## config.mk

```make
export PLATFORM = sky130hd
export DESIGN_NAME = cla_pipe_adder
export DESIGN_NICKNAME = d
export VERILOG_FILES = /design/src/rtl/cla_pipe_adder.sv
export SDC_FILE = /design/constraint.sdc
export NUM_CORES = 2
export LEC_CHECK = 0
export ABC_AREA = 1
export CORE_ASPECT_RATIO = 0.5
export CORE_UTILIZATION = 62
export DETAILED_ROUTE_END_ITERATION = 7
export GPL_TIMING_DRIVEN = 0
export PLACE_DENSITY = 0.87
export SLEW_MARGIN = 10
export SYNTH_ARGS = -nofsm -noshare
export SYNTH_HDL_FRONTEND = slang
export SYNTH_SLANG_ARGS = --single-unit
export TNS_END_PERCENT = 30
```

## constraint.sdc

```tcl
create_clock -name clk -period 3.35 [get_ports clk]
set_input_delay 0.5025 -clock clk [delete_from_list [all_inputs] [get_ports clk]]
set_output_delay 0.5025 -clock clk [all_outputs]
set_load 0.05 [all_outputs]
```

## src/rtl/cla_pipe_adder.sv

```systemverilog
// Pipelined carry-lookahead adder: WIDTH/SEG segments, one register stage each,
// valid/ready on both ends. Define CLA_PIPE_OVF_EN to add the signed-overflow output.
module cla_pipe_adder #(
  parameter int WIDTH = 128,
  parameter int SEG   = 32
) (
  input  logic             clk,
  input  logic             reset_n,
  input  logic             in_valid,
  output logic             in_ready,
  input  logic [WIDTH-1:0] a,
  input  logic [WIDTH-1:0] b,
  input  logic             ci,
  output logic             out_valid,
  input  logic             out_ready,
  output logic [WIDTH-1:0] s,
  output logic             co
`ifdef CLA_PIPE_OVF_EN
  ,
  output logic             ovf
`endif
);
  localparam int NSEG = WIDTH / SEG;
  localparam int L    = NSEG - 1;

  // Kogge-Stone prefix over one segment; bit 0 generate absorbs the carry in,
  // so g[i] ends up as the carry out of bit i.
  function automatic logic [SEG:0] cla_seg(input logic [SEG-1:0] x, input logic [SEG-1:0] y,
                                           input logic cin);
    logic [SEG-1:0] p, g, gp, cv;
    p    = x ^ y;
    g    = x & y;
    gp   = p;
    g[0] = g[0] | (p[0] & cin);
    for (int d = 1; d < SEG; d = d * 2)
      for (int i = SEG - 1; i >= d; i--) begin
        g[i]  = g[i] | (gp[i] & g[i-d]);
        gp[i] = gp[i] & gp[i-d];
      end
    cv[0] = cin;
    for (int i = 1; i < SEG; i++) cv[i] = g[i-1];
    return {g[SEG-1], p ^ cv};
  endfunction

  logic             adv;
  logic [NSEG-1:0]  vld_pipe, cy_q, c_in, v_in, seg_co;
  logic [WIDTH-1:0] a_q [NSEG];
  logic [WIDTH-1:0] b_q [NSEG];
  logic [WIDTH-1:0] s_q [NSEG];
  logic [WIDTH-1:0] a_in [NSEG];
  logic [WIDTH-1:0] b_in [NSEG];
  logic [WIDTH-1:0] s_in [NSEG];
  logic [WIDTH-1:0] s_nx [NSEG];
  logic [SEG-1:0]   seg_s [NSEG];

  assign adv      = ~out_valid | out_ready;
  assign in_ready = adv;

  // Operands travel shifted down so the segment being added always sits in
  // bits [SEG-1:0]; finished sum segments accumulate in place.
  for (genvar k = 0; k < NSEG; k++) begin : g_stg
    if (k == 0) begin : g_src
      assign a_in[k] = a;
      assign b_in[k] = b;
      assign s_in[k] = '0;
      assign c_in[k] = ci;
      assign v_in[k] = in_valid;
    end else begin : g_src
      assign a_in[k] = a_q[k-1];
      assign b_in[k] = b_q[k-1];
      assign s_in[k] = s_q[k-1];
      assign c_in[k] = cy_q[k-1];
      assign v_in[k] = vld_pipe[k-1];
    end
    assign {seg_co[k], seg_s[k]} = cla_seg(a_in[k][SEG-1:0], b_in[k][SEG-1:0], c_in[k]);
    assign s_nx[k] = s_in[k] | (WIDTH'(seg_s[k]) << (k * SEG));
  end

  always_ff @(posedge clk or negedge reset_n) begin
    if (!reset_n) begin
      vld_pipe <= '0;
      cy_q     <= '0;
      for (int k = 0; k < NSEG; k++) begin
        a_q[k] <= '0;
        b_q[k] <= '0;
        s_q[k] <= '0;
      end
    end else if (adv) begin
      vld_pipe <= v_in;
      cy_q     <= seg_co;
      for (int k = 0; k < NSEG; k++) begin
        a_q[k] <= a_in[k] >> SEG;
        b_q[k] <= b_in[k] >> SEG;
        s_q[k] <= s_nx[k];
      end
    end
  end

  assign out_valid = vld_pipe[L];
  assign s         = s_q[L];
  assign co        = cy_q[L];

`ifdef CLA_PIPE_OVF_EN
  // The operand sign bits reach bit SEG-1 of the last stage's skewed operands.
  always_ff @(posedge clk or negedge reset_n) begin
    if (!reset_n) ovf <= 1'b0;
    else if (adv)
      ovf <= (a_in[L][SEG-1] == b_in[L][SEG-1]) & (seg_s[L][SEG-1] != a_in[L][SEG-1]);
  end
`endif

endmodule

```

==> results.txt <==
The pre-antenna-repair detailed-routing pass consisted of 8 iterations. The number of buffers added by the clock tree synthesis step was 59; the via count of the first global-routing pass was 34000. The top cell type by total area after synthesis was sky130_fd_sc_hd__dfrtp_1. Timing would allow up to 330 MHz.

Count of buffers inserted at the top-level ports: 391. At the pin with the least slew margin, the transition time is 1.14 ns. Entering global routing, the biggest net connects 126 pins. Of the cells placed in the final design, the portion with a size suffix greater than 1 is 4.57%. The clock passes through at most 3 buffers. Synthesis handed over a netlist of 4881 instances. The number of warnings reported in the yosys synthesis log came out at 0. Grouping stages by cell kind, the critical path spends the most delay in buffers and inverters.

Dividing the synthesized area by the synthesized cell count gives 7.37 µm². The critical path depth in cells is 5, and the proportion of synthesized flip-flops having asynchronous set or reset is 100%. The worst min-delay path category was in -> reg. The net load switching power came out at 0.0218 W. The root buffer cell chosen for the clock tree is sky130_fd_sc_hd__clkbuf_16.

The residual antenna-violating net count after detailed routing is 0. For this run, design rule violations remaining after detail routing come to 20. TritonCTS built the clock tree. Data on the critical path is required at its endpoint by 2.85 ns. The floorplan step defined a die boundary enclosing 0.0591 mm². Sequential cells burn 33.1% of the power. The tightest slew margin relative to the limit was 23.9%; the height of the die was 172 µm. The area added between synthesis and finish works out to 19.5%.

The core region is 0.0573 mm². The setup check on the worst reg-to-reg path leaves a slack of 0.44 ns. The hold slack is 0.392 ns. Across the VDD grid, the largest voltage drop is 0.698 mV.

The clock insertion delay at the later pin of the skew report was 0.65 ns. Area share of the largest cell type after synthesis: 49.5%. The logs give 50.6% for the combinational cell fraction of total power and 2.53 ns for the signal arrival time at the worst endpoint. In the post-synthesis netlist, the cell with the most instances is sky130_fd_sc_hd__nand2_1. For this run, the leading register cell type out of synthesis is sky130_fd_sc_hd__dfrtp_1. The tools report the critical path launch point as vld_pipe[3]. The internal power contribution was 0.0232 W; the combined global-route utilization of all metal layers was 42.4%. The logs give 392 for the boundary pin count and 0 for the count of endpoints failing hold in the final timing report. Count of pins over their slew limit: 0. For this design, the slowest cell found on the critical path is sky130_fd_sc_hd__dlymetal6s2s_1. The logs give 0 for the overflow left after global routing and 0.0360 mm² for the area of the mapped netlist.

Dividing the detail-routed wire length by the instance count gives 20.5 µm. End of the worst register-to-register path: a_in[175]. The checks that failed: DRC.

Once the clock tree was built, the setup fixing pass inserted 0 buffers. After detailed routing, the total wire length is 126 mm. Initial antenna violation count: 4. The part of the cycle the worst path needs works out to 90.5%. For this design the ratio of total power to cell area is 1050 mW/mm².

The cell depth of the worst flop-to-flop path is 7. After synthesis the netlist holds a flip-flop and latch count of 712. The design draws 0.0450 W. Setup repair after global routing left no endpoint under its margin.

Capturing element of the worst setup path: in_ready. The number of distinct standard cells referenced by the synthesized netlist was 35; the top fanout value on the critical path was 19. The count of H-tree levels built during CTS came out at 2.

Detailed routing inserted a total of 34900 vias. The share of the Yosys chip area taken by registers is 49.5%. Yosys mapped a number of flops with a built-in enable equal to 0. The tools report the number of violations reported at the end of detailed-routing iteration 0 as 4255.

Sorting the synthesized cells by how often they occur yields sky130_fd_sc_hd__nand2_1 (2507), sky130_fd_sc_hd__dfrtp_1 (712), sky130_fd_sc_hd__inv_1 (540). Clock-pin transition on the worst setup and hold timing paths: 0.07 ns. The run finished, with violations left.

Via count normalized by instance count: 5.67. The first-pass GRT wire length was 190 mm; the net total in the final layout was 5732. The sum of buffers and inverters on the critical path is 4. The worst setup path is captured at an output port. The max-capacitance violation count is 0.

After synthesis, the cell types taking the most area are sky130_fd_sc_hd__dfrtp_1 (50%), sky130_fd_sc_hd__nand2_1 (26%), sky130_fd_sc_hd__inv_1 (5.6%). Routability-driven placement finished with a final weighted congestion of 1.01. The largest incremental delay on the critical path works out to 0.47 ns.

STA classifies the critical path startpoint as a register. The signal on the critical path passes through inv_1 -> nor2_1 -> inv_2 -> buf_2 -> dlymetal6s2s_1. For this configuration, the core starts out at a cell density of 62.8%. Of the total power, the clock network draws 16.3%.

Final number of setup-violating endpoints: 0. Row generation in the floorplan step produced 62 rows. The number of nets in the synthesized netlist is 5274. By startpoint and endpoint, the worst setup path is classified as reg -> out. Reg-to-reg critical path startpoint: vld_pipe[3].

For this design the static power due to leakage is 23.7 nW. The shortest clock period the worst path allows after layout was 3.03 ns. Measured along the x axis, the die boundary spans 343 µm. The number of sinks driven by the clock tree was 712; the placed wire-length estimate after detailed placement was 91.5 mm. The post-route clock skew was 0.0321 ns; the switching share of power was 48.5%.
[worst reg2reg max path, stage by stage (launching register included)]
cell and delay (ns):
sky130_fd_sc_hd__dfrtp_1 0.42, sky130_fd_sc_hd__inv_1 0.08, sky130_fd_sc_hd__nor2_1 0.11, sky130_fd_sc_hd__inv_2 0.42, sky130_fd_sc_hd__clkbuf_1 0.89, sky130_fd_sc_hd__clkbuf_1 0.62, sky130_fd_sc_hd__nand2_1 0.19, sky130_fd_sc_hd__nand2_1 0.12
[worst min path at each step]
| stage | from | slack (ns) | cells after the start | endpoint |
|---|---|---|---|---|
| floorplan | reset_n | 0.21 | 0 | a_in[0] |
| global placement | b_in[351] | 0.45 | 2 | b_in[191] |
| detailed placement | b_in[163] | 0.45 | 2 | b_in[3] |
| CTS | b[94] | 0.38 | 3 | b_in[318] |
| global route | b[94] | 0.40 | 3 | b_in[318] |
| finish | b[94] | 0.39 | 3 | b_in[318] |
[cell usage in the layout, fill, tap and decap left out, types with 6 or more instances in the layout]
cell,n
sky130_fd_sc_hd__buf_2,99
sky130_fd_sc_hd__clkbuf_8,10
sky130_fd_sc_hd__o21ai_0,188
sky130_fd_sc_hd__o21ai_1,10
sky130_fd_sc_hd__a21oi_1,97
sky130_fd_sc_hd__nand3_2,6
sky130_fd_sc_hd__inv_1,540
sky130_fd_sc_hd__xor2_1,25
sky130_fd_sc_hd__nand2_1,2507
sky130_fd_sc_hd__nand3_1,180
sky130_fd_sc_hd__nand3b_1,12
sky130_fd_sc_hd__xnor2_1,18
sky130_fd_sc_hd__clkbuf_1,61
sky130_fd_sc_hd__fa_1,8
sky130_fd_sc_hd__nor2_1,194
sky130_fd_sc_hd__nand4_1,16
sky130_fd_sc_hd__clkdlybuf4s50_1,389
sky130_fd_sc_hd__ha_1,124
sky130_fd_sc_hd__clkbuf_16,59
sky130_fd_sc_hd__buf_16,6
sky130_fd_sc_hd__nor3_1,20
sky130_fd_sc_hd__clkinv_2,14
sky130_fd_sc_hd__o21bai_1,12
sky130_fd_sc_hd__nand2_2,18
sky130_fd_sc_hd__dfrtp_1,712
[power groups by stage]
stage	Sequential [W]	Combinational (W)	Clock, W
after global routing	0.0151	0.0247	0.00761
after global placement	0.0146	0.0209	0
after floorplan	0.0167	0.0119	0
after CTS	0.0147	0.0222	0.00725
after detailed placement	0.0147	0.0217	0
final	0.0149	0.0227	0.00733
[per-stage QoR]
| step | cell area [µm²] | setup slack, ns | cells | util (%) | setup TNS [ns] |
|---|---|---|---|---|---|
| after CTS | 43000 | 0.00404 | 6155 | 75.0 | 0 |
| final | 43000 | 0.319 | 6157 | 75.0 | 0 |
| after detailed placement | 41000 | -0.360 | 6046 | 71.6 | -0.360 |
| after floorplan | 36000 | 1.08 | 4881 | - | 0 |
| after global routing | 43000 | 0.290 | 6155 | 75.0 | 0 |
| after global placement | 40900 | -27.70 | 6040 | 71.3 | - |
[timing repair]
item / CTS / global route
setup endpoints to repair: 1 / 1
hold buffers: 1 / 0
gates resized for setup: 0 / 1
endpoints found under the hold margin: 67 / 0
[layer usage]
metal  wire length [µm]  GRT usage (%)  vias up  part of all wire, %
li1                   -              -    15700                    -
met1              51500           56.0    16700                   41
met2              56800           67.1     1982                   45
met3              11600           9.34      534                  9.1
met4               6530           20.2        2                  5.2
met5                 11              0        -               0.0087
[cell type report]
class / instances / area (µm²)
clock buffer: 81 / 1660
buffer: 156 / 713
sequential: 712 / 17800
antenna: 2 / 5.00
timing repair buffer: 398 / 4100
inverter: 542 / 2030
fill: 3930 / 14300
tap: 768 / 961
multi-input combinational: 3470 / 15400
clock inverter: 28 / 313
[flip-flops by register name, summed over array words and instances (netlist names)]
signal	cells
a_in	192
b_in	192
cy_q	4
s	128
s_in	192
vld_pipe	4
[cell families after synthesis]
| logic type | share of synthesized area [%] |
|---|---|
| compound gates | 4.72 |
| buf+inv | 7.63 |
| simple gates | 32.3 |
| xor+xnor | 1.05 |
| fa+ha+maj | 4.76 |
| flops | 49.5 |
(Power assumes the default switching activity.)
